===== src/rtl/viterbi_pkg.sv =====
// Shared constants and traceback FSM state type for the Viterbi traceback unit.
package viterbi_pkg;

    localparam int WORD_NUM     = 16;
    localparam int WORD_NUM_BIT = 4;
    localparam int POS_NUM      = 11;
    localparam int POS_NUM_BIT  = 4;

    typedef enum logic [1:0] {
        IDLE = 2'd0,
        EMIT = 2'd1,
        READ = 2'd2,
        WAIT = 2'd3
    } traceback_state_e;

endpackage


===== src/rtl/viterbi_traceback_if.sv =====
// Bus bundle for the traceback unit: start request, backpointer memory port,
// path-tag stream and status. The slave modport is the traceback engine.
interface viterbi_traceback_if
    import viterbi_pkg::*;
#(
    parameter int word_num_bit = WORD_NUM_BIT,
    parameter int POS_num_bit  = POS_NUM_BIT
);

    logic                    start;
    logic [word_num_bit:0]   sentence_len;
    logic [POS_num_bit-1:0]  best_tag;

    logic                    bp_rd_en;
    logic [word_num_bit-1:0] bp_rd_word;
    logic [POS_num_bit-1:0]  bp_rd_tag;
    logic [POS_num_bit-1:0]  bp_rd_data;

    logic [POS_num_bit-1:0]  tag_out;
    logic [word_num_bit-1:0] tag_word;
    logic                    tag_valid;
    logic                    tag_last;
    logic                    tag_ready;

    logic                    busy;
    logic                    done;
    logic                    err;

    modport master (
        output start, sentence_len, best_tag, bp_rd_data, tag_ready,
        input  bp_rd_en, bp_rd_word, bp_rd_tag,
        input  tag_out, tag_word, tag_valid, tag_last,
        input  busy, done, err
    );

    modport slave (
        input  start, sentence_len, best_tag, bp_rd_data, tag_ready,
        output bp_rd_en, bp_rd_word, bp_rd_tag,
        output tag_out, tag_word, tag_valid, tag_last,
        output busy, done, err
    );

endinterface


===== src/rtl/viterbi_traceback.sv =====
// Viterbi traceback: walks the backpointer memory from the last word to word 0,
// streaming one path tag per word. Optional TRACEBACK_RANGE_CHECK_EN clamps out-of-range tags.
module viterbi_traceback
    import viterbi_pkg::*;
#(
    parameter int word_num     = WORD_NUM,
    parameter int word_num_bit = WORD_NUM_BIT,
    parameter int POS_num      = POS_NUM,
    parameter int POS_num_bit  = POS_NUM_BIT
) (
    input  logic               clk,
    input  logic               reset_viterbi_traceback,
    viterbi_traceback_if.slave vt
);

`ifdef TRACEBACK_RANGE_CHECK_EN
    localparam bit RangeCheck = 1'b1;
`else
    localparam bit RangeCheck = 1'b0;
`endif

    localparam logic [POS_num_bit-1:0] MaxTag = POS_num_bit'(POS_num - 1);
    localparam logic [word_num_bit:0]  MaxLen = (word_num_bit + 1)'(word_num);

    traceback_state_e        state_q, state_d;
    logic [word_num_bit-1:0] idx_q, idx_d;
    logic [POS_num_bit-1:0]  curTag_q, curTag_d;
    logic                    done_q, done_d;
    logic                    err_q, err_d;

    logic                    lenOk;
    logic                    bestBad;
    logic                    dataBad;
    logic                    emitActive;
    logic                    readActive;
    logic [word_num_bit-1:0] startIdx;

    assign lenOk    = (vt.sentence_len != '0) && (vt.sentence_len <= MaxLen);
    assign startIdx = word_num_bit'(vt.sentence_len - 1'b1);
    assign bestBad  = RangeCheck && (vt.best_tag > MaxTag);
    assign dataBad  = RangeCheck && (vt.bp_rd_data > MaxTag);

    always_ff @(posedge clk) begin
        if (reset_viterbi_traceback) begin
            state_q  <= IDLE;
            idx_q    <= '0;
            curTag_q <= '0;
            done_q   <= 1'b0;
            err_q    <= 1'b0;
        end else begin
            state_q  <= state_d;
            idx_q    <= idx_d;
            curTag_q <= curTag_d;
            done_q   <= done_d;
            err_q    <= err_d;
        end
    end

    // READ is only entered with idx_q > 0, so the decrement in WAIT cannot wrap.
    always_comb begin
        state_d  = state_q;
        idx_d    = idx_q;
        curTag_d = curTag_q;
        done_d   = 1'b0;
        err_d    = err_q;

        unique case (state_q)
            IDLE: begin
                if (vt.start) begin
                    if (lenOk) begin
                        state_d  = EMIT;
                        idx_d    = startIdx;
                        curTag_d = bestBad ? '0 : vt.best_tag;
                        if (bestBad) begin
                            err_d = 1'b1;
                        end
                    end else begin
                        done_d = 1'b1;
                        err_d  = 1'b1;
                    end
                end
            end
            EMIT: begin
                if (vt.tag_ready) begin
                    if (idx_q == '0) begin
                        state_d = IDLE;
                        done_d  = 1'b1;
                    end else begin
                        state_d = READ;
                    end
                end
            end
            READ: begin
                state_d = WAIT;
            end
            WAIT: begin
                state_d  = EMIT;
                idx_d    = idx_q - 1'b1;
                curTag_d = dataBad ? '0 : vt.bp_rd_data;
                if (dataBad) begin
                    err_d = 1'b1;
                end
            end
            default: begin
                state_d = IDLE;
            end
        endcase
    end

    assign emitActive = (state_q == EMIT);
    assign readActive = (state_q == READ);

    // Data outputs are forced to zero whenever their strobe is low.
    assign vt.tag_valid  = emitActive;
    assign vt.tag_out    = emitActive ? curTag_q : '0;
    assign vt.tag_word   = emitActive ? idx_q : '0;
    assign vt.tag_last   = emitActive && (idx_q == '0);

    assign vt.bp_rd_en   = readActive;
    assign vt.bp_rd_word = readActive ? idx_q : '0;
    assign vt.bp_rd_tag  = readActive ? curTag_q : '0;

    assign vt.busy       = (state_q != IDLE);
    assign vt.done       = done_q;
    assign vt.err        = err_q;

endmodule

===== src/flat_wrapper.sv =====
// flat-port wrapper written by rule: the top's interface ports become plain ports
module viterbi_traceback_flat import viterbi_pkg::*;
#(
    parameter int word_num     = WORD_NUM,
    parameter int word_num_bit = WORD_NUM_BIT,
    parameter int POS_num      = POS_NUM,
    parameter int POS_num_bit  = POS_NUM_BIT
)
  (clk, reset_viterbi_traceback, vt_start, vt_sentence_len, vt_best_tag, vt_bp_rd_data, vt_tag_ready, vt_bp_rd_en, vt_bp_rd_word, vt_bp_rd_tag, vt_tag_out, vt_tag_word, vt_tag_valid, vt_tag_last, vt_busy, vt_done, vt_err);
  viterbi_traceback_if #(.word_num_bit(word_num_bit), .POS_num_bit(POS_num_bit)) vt_i ();
  input  logic clk;
  input  logic reset_viterbi_traceback;
  input wire logic [$bits(vt_i.start)-1:0] vt_start;
  input wire logic [$bits(vt_i.sentence_len)-1:0] vt_sentence_len;
  input wire logic [$bits(vt_i.best_tag)-1:0] vt_best_tag;
  input wire logic [$bits(vt_i.bp_rd_data)-1:0] vt_bp_rd_data;
  input wire logic [$bits(vt_i.tag_ready)-1:0] vt_tag_ready;
  output wire logic [$bits(vt_i.bp_rd_en)-1:0] vt_bp_rd_en;
  output wire logic [$bits(vt_i.bp_rd_word)-1:0] vt_bp_rd_word;
  output wire logic [$bits(vt_i.bp_rd_tag)-1:0] vt_bp_rd_tag;
  output wire logic [$bits(vt_i.tag_out)-1:0] vt_tag_out;
  output wire logic [$bits(vt_i.tag_word)-1:0] vt_tag_word;
  output wire logic [$bits(vt_i.tag_valid)-1:0] vt_tag_valid;
  output wire logic [$bits(vt_i.tag_last)-1:0] vt_tag_last;
  output wire logic [$bits(vt_i.busy)-1:0] vt_busy;
  output wire logic [$bits(vt_i.done)-1:0] vt_done;
  output wire logic [$bits(vt_i.err)-1:0] vt_err;
  assign vt_i.start = vt_start;
  assign vt_i.sentence_len = vt_sentence_len;
  assign vt_i.best_tag = vt_best_tag;
  assign vt_i.bp_rd_data = vt_bp_rd_data;
  assign vt_i.tag_ready = vt_tag_ready;
  assign vt_bp_rd_en = vt_i.bp_rd_en;
  assign vt_bp_rd_word = vt_i.bp_rd_word;
  assign vt_bp_rd_tag = vt_i.bp_rd_tag;
  assign vt_tag_out = vt_i.tag_out;
  assign vt_tag_word = vt_i.tag_word;
  assign vt_tag_valid = vt_i.tag_valid;
  assign vt_tag_last = vt_i.tag_last;
  assign vt_busy = vt_i.busy;
  assign vt_done = vt_i.done;
  assign vt_err = vt_i.err;
  viterbi_traceback #(.word_num(word_num), .word_num_bit(word_num_bit), .POS_num(POS_num), .POS_num_bit(POS_num_bit)) u_core (.clk(clk), .reset_viterbi_traceback(reset_viterbi_traceback), .vt(vt_i));
endmodule

===== config.mk =====
export PLATFORM = sky130hd
export DESIGN_NAME = viterbi_traceback_flat
export DESIGN_NICKNAME = d
export VERILOG_FILES = /design/src/rtl/viterbi_pkg.sv /design/src/rtl/viterbi_traceback_if.sv /design/src/rtl/viterbi_traceback.sv /design/src/flat_wrapper.sv
export SDC_FILE = /design/constraint.sdc
export NUM_CORES = 1
export LEC_CHECK = 0
export BUFFER_PORTS_ARGS = -buffer_cell sky130_fd_sc_hd__buf_2
export CAP_MARGIN = 10
export CORE_MARGIN = 4
export CORE_UTILIZATION = 43
export CTS_CLUSTER_SIZE = 28
export DETAILED_ROUTE_END_ITERATION = 12
export GPL_TIMING_DRIVEN = 0
export PLACE_DENSITY = 0.75
export SLEW_MARGIN = 30
export SYNTH_ARGS = -nofsm -noshare
export SYNTH_HDL_FRONTEND = slang
export SYNTH_SLANG_ARGS = --single-unit

===== constraint.sdc =====
create_clock -name clk -period 2.1 [get_ports clk]
set_clock_uncertainty 0.15 [all_clocks]
set_input_delay 0.315 -clock clk [delete_from_list [all_inputs] [get_ports clk]]
set_output_delay 0.315 -clock clk [all_outputs]
set_load 0.03 [all_outputs]

Word level (Yosys, flattened, before mapping)
Cells that the tools add are included.

cells by class
  add/subtract/negate cells = 2
  order comparisons = 1
  equality and inequality tests = 6
  mux-type cells = 20
  bitwise logic cells = 1
  reductions and logical operators = 10

operators with widths
  cell                                                   count
  2-to-1 mux 4 bit                                       8
  case mux 4 bit (2 select lines)                        2
  AND reduction 3 bit                                    3
  2-to-1 mux 2 bit                                       4
  case mux 2 bit (4 select lines)                        1
  subtractor 4 x 1 -> 4 bit, second input constant       2
  less-or-equal comparator 5 bit, second input constant  1
  nonzero test 5 bit                                     1
  == test 2 bit, second input constant                   2
  zero test 4 bit                                        1
  2-to-1 mux 1 bit                                       4
  != test 2 bit, second input constant                   2
  nonzero test 2 bit                                     2
  == test 2 x 1 -> 1 bit, second input constant          1
  logical AND 1 bit                                      2
  zero test 2 bit                                        1
  != test 2 x 1 -> 1 bit, second input constant          1
  case mux 1 bit (2 select lines)                        1
  inverter 1 bit                                         1

storage, ports and cells
  register bits = 12
  input port bits = 17
  output and inout bits = 22
  word-level logic and storage cells = 45

Longest topological paths before layout
  word-level depth = 5
  depth in mapped cells = 8
  gate-level depth less buffers = 7

Least setup slack after synthesis
Ideal clock, no wire load.

  kind = register -> register
  start point = register u_core.state_q[0]
  end point = register u_core.idx_q[2]
  library setup time = 0.079 ns
  data arrival time = 2.023 ns
  data required time = 1.871 ns
  slack = -0.152 ns
  cell stages (with the launch flop) = 9
  buffers on the path = 1
  clock period less this slack = 2.252 ns
  cells stage by stage = dfxtp_1 > ha_1 > buf_1 > mux2i_1 > ha_1 > inv_1 > a2111oi_0 > o31ai_1 > o211ai_1

between the ends
  word-level cells in the longest chain between the ends = 3
  elaborated cells on any way between the ends = 7
  classes of those cells = eq/ne (3); mux (1); reduce/logical (3)

RTL lines
  element                                                         RTL line                 source
  from (decl)                                                     viterbi_traceback.sv:25  traceback_state_e state_q, state_d;
  from (signal assigned)                                          viterbi_traceback.sv:51  state_q <= state_d;
  zero test 2 bit or == test 2 bit (tied branches)                viterbi_traceback.sv:67  unique case (state_q)
  != test 2 x 1 -> 1 bit (no line), or another cell as far along  -
  AND reduction 3 bit (no line)                                   -
  to (signal assigned)                                            viterbi_traceback.sv:52  idx_q <= idx_d;
  to (decl)                                                       viterbi_traceback.sv:26  logic [word_num_bit-1:0] idx_q, idx_d;

Several ways; a longest one is shown, not always the timed one.
A chain may end at the register's enable or synchronous reset.

Worst setup path after layout
Same ends and word-level chain as after synthesis.

==> impl_results.md <==
* Slew Viols, Final at 0
* Global route overflow at 0
* WL met1 at 1060 um
* Placement Cell Area at 1180 um2
* Fmax at 493 MHz
* CTS Buffer Depth at 2
* DR DRC count at 0
* Worst VDD drop at 0.000452 V
* Crit end category: flip-flop
* Layout Nets at 177
* Max_slew headroom at 0.666
* Synth-to-Final Area Change at 29.7%
* Syn Std Cell Area at 965 um2
* Post-CTS setup buffers at 0
* CTS tree: built
* YS warnings at 0
* Setup crit start kind: flip-flop
* Ant. Diodes at 0
* Core ar. at 2040 um2
* Dpl hpwl at 1900 um
* Flops & latches, synth at 12
* CP Data Required Time at 2150 ps
* Synth area leaders: dfxtp_1, and2_1, mux2i_1, ha_1, mux2_4
* Top_reg_cell synth: dfxtp_1
* Post-synth EDFFs at 0
* Number of global-route vias before repair at 928
* Post-synth top area cell: dfxtp_1
* Via count at 945
* Final Setup Violations at 0
* Standard-cell rows at 16
* WS Path Type: reg2reg
* Root Buffer: clkbuf_4
* Largest net degree at the start of global routing at 11
* # fillers at 202
* Clk Latency, worst-skew pair at 270 ps
* Antenna violations before repair at 0
* Top-count cell post-synth: and2_1
* Avg WL per Cell at 13.5 um
* Die width at 55.4 um
* DRT iter0 DRCs at 13
* Critical-path cell list: ha_4 -> buf_6 -> mux2i_2 -> ha_1 -> inv_1 -> a2111oi_2 -> o31ai_1 -> o211ai_1
* Via/cell ratio at 5.25
* CTS HTree Levels at 1
* Final Hold Vio Count at 0
* Crit path DAT at 2080 ps
* Power Density at 659 nW/um2
* Minimum clock period at 2030 ps
* Slack of the critical path at 70.8 ps
* Syn avg cell area at 8.54 um2
* Post-DRT Antenna Nets at 0
* Post-synthesis net count at 136
* Critical Path Max Stage Delay at 390 ps
* GRT Util Overall at 0.165
* Leak pwr at 0.573 nW
* Top cell type's share of synthesized area at 0.249
* Die height at 55.4 um
* Fin Hold WS at 164 ps
* Initial core utilization at 0.472
* I/O pins at 39
* Final instance area at 1250 um2
* RePlAce Congestion at 0.759
* Crit-path slowest cell: dfxtp_2
* Reg clk slew, reported paths at 80 ps
* Sequential share of the synthesized area at 0.249
* Cells after Synth at 113
* Share of post-route cells with drive strength above 1 at 0.379
* Worst-Margin Slew at 498 ps
* CTS hold repair buffers at 0
* Full die area at 3070 um2
* Synth cell count leaders: and2_1, dfxtp_1, mux2i_1, nor3_1, ha_1
* Critical path peak fanout at 10
* Design Power at 0.824 mW
* Async set-or-reset flop fraction in the synthesized netlist at 0
* DP Worst Slack at -203 ps
* CTS buffer count at 3
* Post-synthesis cell type count at 37
* Met2 routed WL at 1130 um
* WL met3 at 166 um
* RSZ-0062 raised after global routing: no
* Clock Sinks at 12
* Final wirelength at 2430 um
* Tcrit/Tclk final at 0.966
* TritonRoute pass-1 iters at 4
* Hold Crit Class: in2reg
* Max Cap Viol at 0
* First-pass GRT wire length at 4190 um
* Status: finished, final reports clean
* Highest Signal Layer: met4
* Port bufs at 37
[final timing paths]
| kind | start | endpoint | slack (ps) | depth (start not counted) |
|---|---|---|---|---|
| setup / recovery | u_core.state_q[0] | u_core.idx_q[2] | 70 | 8 |
| hold / removal | vt_tag_ready | u_core.vt.done | 160 | 3 |
| setup reg to reg | u_core.state_q[0] | u_core.idx_q[2] | 70 | 8 |
| hold reg to reg | u_core.vt.err | u_core.vt.err | 300 | 2 |
[registers in the layout, indices dropped and copies added (netlist names)]
name,count
u_core.curTag_q,4
u_core.vt.done,1
u_core.state_q,2
u_core.idx_q,4
u_core.vt.err,1
[critical path, delay by kind of cell (launching register included)]
| family | cells | cell delay [ps] |
|---|---|---|
| buffers and inverters | 2 | 230 |
| muxes | 1 | 250 |
| AOI/OAI and AO/OA | 3 | 540 |
| DFF | 1 | 390 |
| adders and majority gates | 2 | 400 |
[metal layers]
| metal | vias to the layer above | GRT usage |
|---|---|---|
| li1 | 483 | - |
| met1 | 420 | 0.204 |
| met2 | 34 | 0.257 |
| met3 | 8 | 0.0629 |
| met4 | 0 | 0.0660 |
| met5 | - | 0 |
[placed cells by master (no fill, tap or decap), types with 2 or more instances in the layout]
master     instances
nor2_1             3
o211ai_1           2
and3_1             2
clkbuf_1           2
a2111oi_2          2
nand2b_1           3
mux2i_1            7
inv_1              5
dfxtp_1           10
nand2_1            3
buf_2             39
a211oi_1           5
and2_1            17
o21ai_0            2
nor3_1             7
clkbuf_4           3
nor2b_1            5
ha_1               5
a21oi_1            5
dfxtp_2            2
mux2_4             3
[cell type report]
cell class / instances / area (um2) / area share
buffer: 5 / 28.8 / 0.0230
sequential: 12 / 243 / 0.194
clock buffer: 4 / 36.3 / 0.0290
tap: 27 / 33.8 / 0.0270
timing repair buffer: 37 / 185 / 0.148
inverter: 5 / 18.8 / 0.0150
multi-input combinational: 90 / 706 / 0.564
[per-stage QoR]
step,util,cells,setup TNS (ps)
6_report,0.613,180,0
5_1_grt,0.613,180,0
4_1_cts,0.608,181,0
3_5_place_dp,0.580,177,-203
3_3_place_gp,0.580,177,-155
2_1_floorplan,-,113,0
[logic make-up (layout without fill, tap and decap cells)]
family	count (synthesis)	in the layout	share of synthesized area
adders and majority gates	6	6	0.0778
and+or+nand+nor	51	51	0.333
DFF	12	12	0.249
muxes	11	11	0.130
AOI/OAI and AO/OA	21	21	0.156
xor gates and xnor gates	1	1	0.00908
buffers and inverters	11	51	0.0454
[report_power, final]
| group | internal [mW] | total, mW | switching (mW) |
|---|---|---|---|
| clock | 0.105 | 0.181 | 0.0760 |
| sequential | 0.259 | 0.291 | 0.0326 |
| combinational | 0.134 | 0.352 | 0.217 |
[timing repair]
item / 4_1_cts / 5_1_grt
setup endpoints to repair: 1 / 11
gates cloned: 0 / 0
resized for setup: 6 / 4
(Power assumes the default switching activity.)
